<file path="config.mk">
export PLATFORM = sky130hd
export DESIGN_NAME = serial_subtract_flat
export DESIGN_NICKNAME = d
export VERILOG_FILES = /design/src/rtl/serial_subtract_if.sv /design/src/rtl/serial_subtract.sv /design/src/flat_wrapper.sv
export SDC_FILE = /design/constraint.sdc
export NUM_CORES = 1
export LEC_CHECK = 0
export BUFFER_PORTS_ARGS = -buffer_cell sky130_fd_sc_hd__clkbuf_2
export CAP_MARGIN = 20
export CORE_MARGIN = 10
export CORE_UTILIZATION = 30
export DETAILED_ROUTE_END_ITERATION = 10
export MAX_ROUTING_LAYER = met4
export PLACE_DENSITY = 0.5
export SETUP_SLACK_MARGIN = 0.02
export SLEW_MARGIN = 20
export SYNTH_ARGS = -nofsm -noshare
export SYNTH_HDL_FRONTEND = slang
export SYNTH_SLANG_ARGS = --single-unit
export TNS_END_PERCENT = 100
</file>
<file path="constraint.sdc">
create_clock -name clk -period 1.37 [get_ports clk]
set_input_delay 0.2055 -clock clk [delete_from_list [all_inputs] [get_ports clk]]
set_output_delay 0.2055 -clock clk [all_outputs]
set_load 0.02 [all_outputs]
</file>
<file path="src/rtl/serial_subtract_if.sv">
// Operand/result bundle for serial_subtract. The overflow flag exists only when
// SERIAL_SUBTRACT_OVERFLOW_EN is defined.
interface serial_subtract_if #(
    parameter int WIDTH = 8
);
    // start is a single-cycle request, taken only while the block is not shifting.
    // busy/done are status outputs; diff and its flags hold until the next done.
    logic             start;
    logic [WIDTH-1:0] a;
    logic [WIDTH-1:0] b;
    logic             borrow_in;
    logic             busy;
    logic             done;
    logic [WIDTH-1:0] diff;
    logic             borrow_out;
    logic             zero;
    logic [1:0]       fsm_state;
`ifdef SERIAL_SUBTRACT_OVERFLOW_EN
    logic             overflow;

    modport master (
        output start, a, b, borrow_in,
        input  busy, done, diff, borrow_out, zero, fsm_state, overflow
    );
    modport slave (
        input  start, a, b, borrow_in,
        output busy, done, diff, borrow_out, zero, fsm_state, overflow
    );
`else
    modport master (
        output start, a, b, borrow_in,
        input  busy, done, diff, borrow_out, zero, fsm_state
    );
    modport slave (
        input  start, a, b, borrow_in,
        output busy, done, diff, borrow_out, zero, fsm_state
    );
`endif
endinterface

</file>
<file path="src/rtl/serial_subtract.sv">
// Bit-serial a - b - borrow_in, one bit per clock LSB first, with a borrow flip-flop.
// Optional signed-overflow flag via SERIAL_SUBTRACT_OVERFLOW_EN.
module serial_subtract #(
    parameter  int WIDTH = 8,
    localparam int CNT_W = $clog2(WIDTH + 1)
) (
    input logic            clk,
    input logic            reset,
    serial_subtract_if.slave bus
);
    typedef enum logic [1:0] {
        IDLE  = 2'd0,
        SHIFT = 2'd1,
        DONE  = 2'd2
    } state_t;

    localparam logic [CNT_W-1:0] LAST = CNT_W'(WIDTH - 1);

    state_t           state_q;
    logic [WIDTH-1:0] sh_a_q, sh_b_q, res_q;
    logic             br_q;
    logic [CNT_W-1:0] cnt_q;
    logic             busy_q, done_q, borrow_out_q, zero_q;
    logic [WIDTH-1:0] diff_q;

    logic             bit_d, br_d;
    logic [WIDTH-1:0] res_d;

    always_comb begin
        bit_d = sh_a_q[0] ^ sh_b_q[0] ^ br_q;
        br_d  = (~sh_a_q[0] & sh_b_q[0]) | (~(sh_a_q[0] ^ sh_b_q[0]) & br_q);
        res_d = {bit_d, res_q[WIDTH-1:1]};
    end

`ifdef SERIAL_SUBTRACT_OVERFLOW_EN
    // Original operand MSBs are gone after shifting, so keep them for the overflow test.
    logic a_msb_q, b_msb_q, overflow_q;
    assign bus.overflow = overflow_q;
`endif

    always_ff @(posedge clk) begin
        if (reset) begin
            state_q      <= IDLE;
            sh_a_q       <= '0;
            sh_b_q       <= '0;
            res_q        <= '0;
            br_q         <= 1'b0;
            cnt_q        <= '0;
            busy_q       <= 1'b0;
            done_q       <= 1'b0;
            diff_q       <= '0;
            borrow_out_q <= 1'b0;
            zero_q       <= 1'b0;
`ifdef SERIAL_SUBTRACT_OVERFLOW_EN
            a_msb_q      <= 1'b0;
            b_msb_q      <= 1'b0;
            overflow_q   <= 1'b0;
`endif
        end else begin
            done_q <= 1'b0;
            case (state_q)
                IDLE, DONE: begin
                    if (bus.start) begin
                        sh_a_q  <= bus.a;
                        sh_b_q  <= bus.b;
                        br_q    <= bus.borrow_in;
                        cnt_q   <= '0;
                        busy_q  <= 1'b1;
                        state_q <= SHIFT;
`ifdef SERIAL_SUBTRACT_OVERFLOW_EN
                        a_msb_q <= bus.a[WIDTH-1];
                        b_msb_q <= bus.b[WIDTH-1];
`endif
                    end else begin
                        state_q <= IDLE;
                    end
                end
                SHIFT: begin
                    sh_a_q <= sh_a_q >> 1;
                    sh_b_q <= sh_b_q >> 1;
                    br_q   <= br_d;
                    res_q  <= res_d;
                    cnt_q  <= cnt_q + CNT_W'(1);
                    if (cnt_q == LAST) begin
                        state_q      <= DONE;
                        busy_q       <= 1'b0;
                        done_q       <= 1'b1;
                        diff_q       <= res_d;
                        borrow_out_q <= br_d;
                        zero_q       <= (res_d == '0);
`ifdef SERIAL_SUBTRACT_OVERFLOW_EN
                        overflow_q   <= (a_msb_q != b_msb_q) && (res_d[WIDTH-1] != a_msb_q);
`endif
                    end
                end
                default: state_q <= IDLE;
            endcase
        end
    end

    assign bus.busy       = busy_q;
    assign bus.done       = done_q;
    assign bus.diff       = diff_q;
    assign bus.borrow_out = borrow_out_q;
    assign bus.zero       = zero_q;
    assign bus.fsm_state  = state_q;

endmodule

</file>
<file path="src/flat_wrapper.sv">
// flat-port wrapper written by rule: the top's interface ports become plain ports
module serial_subtract_flat 
#(
    parameter  int WIDTH = 8,
    localparam int CNT_W = $clog2(WIDTH + 1)
)
  (clk, reset, bus_start, bus_a, bus_b, bus_borrow_in, bus_busy, bus_done, bus_diff, bus_borrow_out, bus_zero, bus_fsm_state);
  serial_subtract_if #(.WIDTH(WIDTH)) bus_i ();
  input logic clk;
  input logic reset;
  input wire logic [$bits(bus_i.start)-1:0] bus_start;
  input wire logic [$bits(bus_i.a)-1:0] bus_a;
  input wire logic [$bits(bus_i.b)-1:0] bus_b;
  input wire logic [$bits(bus_i.borrow_in)-1:0] bus_borrow_in;
  output wire logic [$bits(bus_i.busy)-1:0] bus_busy;
  output wire logic [$bits(bus_i.done)-1:0] bus_done;
  output wire logic [$bits(bus_i.diff)-1:0] bus_diff;
  output wire logic [$bits(bus_i.borrow_out)-1:0] bus_borrow_out;
  output wire logic [$bits(bus_i.zero)-1:0] bus_zero;
  output wire logic [$bits(bus_i.fsm_state)-1:0] bus_fsm_state;
  assign bus_i.start = bus_start;
  assign bus_i.a = bus_a;
  assign bus_i.b = bus_b;
  assign bus_i.borrow_in = bus_borrow_in;
  assign bus_busy = bus_i.busy;
  assign bus_done = bus_i.done;
  assign bus_diff = bus_i.diff;
  assign bus_borrow_out = bus_i.borrow_out;
  assign bus_zero = bus_i.zero;
  assign bus_fsm_state = bus_i.fsm_state;
  serial_subtract #(.WIDTH(WIDTH)) u_core (.clk(clk), .reset(reset), .bus(bus_i));
endmodule
</file>
==> impl_metrics.toml, run 1 <==
[die]
core.rowCount = 27
die_area_um2 = 9050
core-area_um2 = 5510
die_y_um = 95.1
pin_count = 34
die_x_um = 95.1
initial_core_util_pct = 30.8

[route]
vias = 1505
drc = 0
wire_per_inst_um = 14.1
ant_nets = 0
finalWirelength_mm = 4.24
viasPerCell = 4.98
first_iter_violations = 48
dr.pass1.iters = 4

[timing]
slew_viol_final = 0
skew_ns = 0.0104
tightestPinTransition_ns = 0.287
hold_viol = 0
rsz0062_at_grt = "yes"
fin_crit_ns = 1.52
max_freq_mhz = 660
finalSetupTns_ns = -0.145
relSlewSlack_pct = 80.8
period_share_pct = 111
finalSetupViolCount = 1
whs_ns = 0.129
setup_ws_ns = -0.145

[cells_and_area]
fin_nets = 251
diodes = 0
syn_to_final_growth_pct = 24.6
drive_gt1_share_pct = 28.7
final_area_um2 = 2110
fillerInstances = 579

[pwr]
power.density_nw_per_um2 = 1150
p_sw_uw = 622
comb_power_share_pct = 12.8
intPower_uw = 1810
swShare_pct = 25.6
ir_worst_vdd_mv = 0.508
p_leak_uw = 0.000801
clkPwrFrac_pct = 33.8
power_frac_seq_pct = 53.3

[synth]
yosysWarnings = 0
synth_top_area_share_pct = 49.6
netlist_area_um2 = 1690
synth-seq-cells = 42
synth_common_cells = "dfxtp_1 (42), a21oi_1 (38), nand3_1 (27), nand2_1 (17), a22oi_1 (14)"
synth_flop_cell = "dfxtp_1"
synth.distinct_cells = 31
syn_nets = 216
seq_area_frac_synth_pct = 49.6
syn_area_per_cell_um2 = 8.73
synth_edf_count = 0
ys_top_cells_by_area = "dfxtp_1 (50%), a21oi_1 (11%), nand3_1 (8.0%)"
yosys.area.top_type = "dfxtp_1"
synth-async-reset-ratio_pct = 0
syn_inst = 194
yosysMostFrequentCell = "dfxtp_1"

[critical_path]
reg2reg_slack_ns = -0.15
crit_end = "u_core.bus.zero"
cp.arrival_ns = 1.74
r2r_cells = 5
r2r_end = "u_core.bus.zero"
end_kind = "flip-flop"
cp_max_fo = 2
cp.required_ns = 1.60
crit_type = "reg -> reg"
crit_path_start = "u_core.sh_b_q[0]"
r2r_start = "u_core.sh_b_q[0]"
start_kind = "flip-flop"

[clock_tree]
cts.sinks = 42
root_buffer = "clkbuf_8"
clockBufferDepth = 2
cts_tree = "done"
cts_made_buffers = 5
worstSkewPairLatency_ns = 0.29
ctsHoldBuffers = 0
h-tree-depth = 2
clkSlewWorstSetupHoldPaths_ns = 0.08

[global_route]
grt_pass1_wl_mm = 7.31
globalRouteTotalUtil_pct = 10.1
grt_pass1_vias = 1574
grt_max_degree = 22
antenna_found_initial = 0
overflow = 0

[place]
dp_hpwl_mm = 2.91
portBuffers = 33
detailed_place.area_um2 = 1970
place.gp.congestion = 0.743

[run]
drv_cap = 0

[worst_hold_path]
hold_class = "in -> reg"

[outcome]
outcome = "finished, violations left"
violations = "setup timing"
[cell families (layout without fill, tap and decap cells)]
logic type / Yosys count / in the layout / synth area share (%)
AOI/OAI and AO/OA: 65 / 65 / 22.0
muxes: 2 / 2 / 1.33
buffers and inverters: 21 / 57 / 6.65
adders and majority gates: 2 / 2 / 1.92
and+or+nand+nor: 62 / 62 / 18.5
DFF: 42 / 42 / 49.6
[registers in the layout (all words and copies together) (netlist names)]
register / cells
u_core.bus.diff: 8
u_core.sh_a_q: 8
u_core.sh_b_q: 8
u_core.res_q: 7
u_core.cnt_q: 4
u_core.bus.fsm_state: 2
u_core.br_q: 1
u_core.bus.borrow_out: 1
u_core.bus.busy: 1
u_core.bus.done: 1
u_core.bus.zero: 1
[worst min-delay path by stage]
stage | from | endpoint | slack [ns] | cells past startpoint
6_report | bus_a[7] | u_core.sh_a_q[7] | 0.13 | 3
5_1_grt | bus_a[7] | u_core.sh_a_q[7] | 0.14 | 3
4_1_cts | bus_a[7] | u_core.sh_a_q[7] | 0.12 | 3
3_5_place_dp | bus_a[7] | u_core.sh_a_q[7] | 0.44 | 3
3_3_place_gp | bus_b[7] | u_core.sh_b_q[7] | 0.43 | 3
2_1_floorplan | bus_a[7] | u_core.sh_a_q[7] | 0.34 | 2
[power groups by stage]
stage,Sequential [uW],Combinational [uW],Clock (uW)
2_1_floorplan,1320,196,0
3_3_place_gp,1320,309,0
3_5_place_dp,1320,310,0
4_1_cts,1290,311,855
5_1_grt,1300,350,903
6_report,1300,312,822
[metal layers]
metal | vias to the layer above | track usage (%) | routed length (um)
met1 | 701 | 12.9 | 2060
met5 | - | - | 0
met3 | 4 | 2.99 | 236
li1 | 759 | - | -
met2 | 41 | 15.0 | 1920
met4 | 0 | 2.99 | 21
[repair_timing]
action / CTS / global route
resized for setup: 2 / 12
setup endpoints to repair: 1 / 15
cloned: 0 / 0
setup buffers: 0 / 1
pin swaps: 0 / 1
[metrics by stage]
stage,utilization [%],setup WS [ns],instances,power [uW]
detailed placement,35.9,-0.155,294,1630
global route,38.3,-0.237,302,2560
CTS,37.5,-0.154,302,2460
floorplan,-,-0.127,194,1520
finish,38.3,-0.145,302,2430
global placement,35.9,-0.135,294,1630
[placed cells by master, fill, tap and decap left out, drive strengths merged]
| cell | netlist | layout |
|---|---|---|
| dfxtp | 42 | 42 |
| clkbuf | 2 | 40 |
| a21oi | 38 | 38 |
| nand3 | 27 | 27 |
| nand2 | 17 | 17 |
| a22oi | 14 | 14 |
| buf | 17 | 14 |
| o21ai | 9 | 9 |
| nand2b | 4 | 4 |
| nor2 | 4 | 4 |
| a211oi | 2 | 2 |
| or4 | 2 | 2 |
| inv | 2 | 2 |
| mux2 | 2 | 2 |
| nor3 | 2 | 2 |
| and2b | 1 | 1 |
| nor2b | 1 | 1 |
| a2bb2oi | 1 | 1 |
| nand3b | 1 | 1 |
| and3b | 1 | 1 |
| o2bb2ai | 1 | 1 |
| nor3b | 1 | 1 |
| nand4 | 1 | 1 |
| fa | 1 | 1 |
| ha | 1 | 1 |
| clkinv | 0 | 1 |
[final cells by class]
cell class                 count  area (um^2)  area share, %
timing repair buffer          47          303           14.3
clock buffer                   7         86.3           4.09
multi-input combinational    131          772           36.6
sequential                    42          847           40.1
inverter                       2         7.51          0.356
tap                           72         90.1           4.27
clock inverter                 1         5.00          0.237
[critical path: stages (launching register included)]
cell and delay (ns):
dfxtp_2 0.34, inv_2 0.04, fa_1 0.47, or4_1 0.40, nor2_1 0.11, o2bb2ai_1 0.11
Note: power is estimated with default switching activity, not from simulation.
==> run 2, diff against run 1 <==
PLACE_DENSITY = unset   (was 0.5)
==> run 2 against run 1 <==
  * Via count grew 1.3%
  * Critical endpoint unchanged
  * Worst hold slack gained 0.0043 ns
  * The run still ends with setup timing left
  * First-iteration DRC count grew 23%
  * Total power shrank 3.8%
==> impl_metrics.toml, run 2 (synthesis gave the netlist of run 1 again) <==
[critical_path]
cp_slowest_cell = "fa_1"
start_kind = "flip-flop"
crit_buf_inv = 1
path_delay_family = "simple AND/OR/NAND/NOR gates"
end_kind = "flip-flop"
critPathMaxStageDelay_ns = 0.47
cp_cell_sequence = "inv_2 -> fa_1 -> or4_1 -> nor2_1 -> o2bb2ai_1"
cp.required_ns = 1.59
cp.arrival_ns = 1.74
crit_type = "reg -> reg"
cp_max_fo = 2

[clock_tree]
worstSkewPairLatency_ns = 0.29
clockBufferDepth = 2
h-tree-depth = 2
cts_tree = "done"
cts.sinks = 42
cts_made_buffers = 5
root_buffer = "clkbuf_8"
cts_setup_buffers = 0
clkSlewWorstSetupHoldPaths_ns = 0.07

[cells_and_area]
ff_latch_area_um2 = 843
final_cell_mix = "dfxtp_1 (40), a21oi_1 (38), clkbuf_2 (33)"
fin_nets = 252
multiInputGateArea_um2 = 743
diodes = 0
syn_to_final_growth_pct = 21.3
drive_gt1_share_pct = 25.7
layout_commonest_cell = "dfxtp_1"
fillerInstances = 591

[die]
initial_core_util_pct = 30.8
die_area_um2 = 9050
pin_count = 34
core.rowCount = 27
die_x_um = 95.1
die_y_um = 95.1
core-area_um2 = 5510

[place]
dp_hpwl_mm = 2.97
dp_slack_ns = -0.157
portBuffers = 33
place.gp.congestion = 0.768

[pwr]
p_leak_uw = 0.000785
power.density_nw_per_um2 = 1140
ir_worst_vdd_mv = 0.426
p_total_uw = 2340

[timing]
tightestPinTransition_ns = 0.340
rsz0062_at_grt = "yes"
max_freq_mhz = 659
skew_ns = 0.00286
period_share_pct = 111
fin_crit_ns = 1.52
finalSetupTns_ns = -0.147
slew_viol_final = 0
hold_viol = 0
finalSetupViolCount = 1
setup_ws_ns = -0.147
relSlewSlack_pct = 77.3

[route]
viasPerCell = 5.05
vias = 1524
finalWirelength_mm = 4.13
first_iter_violations = 59
ant_nets = 0
dr.pass1.iters = 6
wire_per_inst_um = 13.7
drc = 0

[global_route]
overflow = 0
globalRouteTotalUtil_pct = 9.62
grt_pass1_vias = 1510
antenna_found_initial = 0
grt_max_degree = 21
grt_pass1_wl_mm = 6.89

[outcome]
outcome = "finished, violations left"
violations = "setup timing"

[run]
drv_cap = 0

[worst_hold_path]
hold_class = "in -> reg"
[run 2: per-layer routing]
| layer | global-route usage [%] | part of all wire, % | up-vias | wire (um) |
|---|---|---|---|---|
| li1 | - | - | 763 | - |
| met1 | 11.5 | 48 | 729 | 1990 |
| met2 | 14.7 | 45 | 27 | 1880 |
| met3 | 2.83 | 5.2 | 5 | 213 |
| met4 | 4.11 | 1.3 | 0 | 53 |
| met5 | - | 0 | - | 0 |
[run 2: power by group]
group	internal, uW	switching [uW]
Clock	351	391
Sequential	1270	28.4
Combinational	128	171
[run 2: cell type report]
| type | instances | share of cell area [%] |
|---|---|---|
| timing repair buffer | 48 | 14.3 |
| tap | 72 | 4.38 |
| multi-input combinational | 131 | 36.2 |
| clock buffer | 7 | 3.71 |
| inverter | 2 | 0.365 |
| sequential | 42 | 41.0 |
[run 2: timing repair]
item | CTS | global route
resized for setup | 2 | 3
hold buffers | 0 | 0
setup endpoints to repair | 1 | 8
cloned | 0 | 0
[run 2: through the flow]
step | area (um^2) | utilization, % | std cells | hold slack, ns
2_1_floorplan | 1690 | - | 194 | 0.342
3_3_place_gp | 1970 | 35.8 | 295 | 0.436
3_5_place_dp | 1970 | 35.8 | 295 | 0.441
4_1_cts | 2050 | 37.2 | 302 | 0.128
5_1_grt | 2050 | 37.3 | 302 | 0.162
6_report | 2050 | 37.3 | 302 | 0.133
[run 2: worst reg2reg max path, stage by stage (launching register included)]
cell and delay (ns):
dfxtp_2 0.34, inv_2 0.04, fa_1 0.47, or4_1 0.40, nor2_1 0.09, o2bb2ai_1 0.11
[run 2: final timing paths]
| kind | depth (start not counted) | slack [ns] | end | start |
|---|---|---|---|---|
| max | 5 | -0.15 | u_core.bus.zero | u_core.sh_b_q[0] |
| min | 3 | 0.13 | u_core.sh_b_q[7] | bus_b[7] |
| min reg2reg | 2 | 0.47 | u_core.sh_b_q[2] | u_core.sh_b_q[2] |
| max reg2reg | 5 | -0.15 | u_core.bus.zero | u_core.sh_b_q[0] |
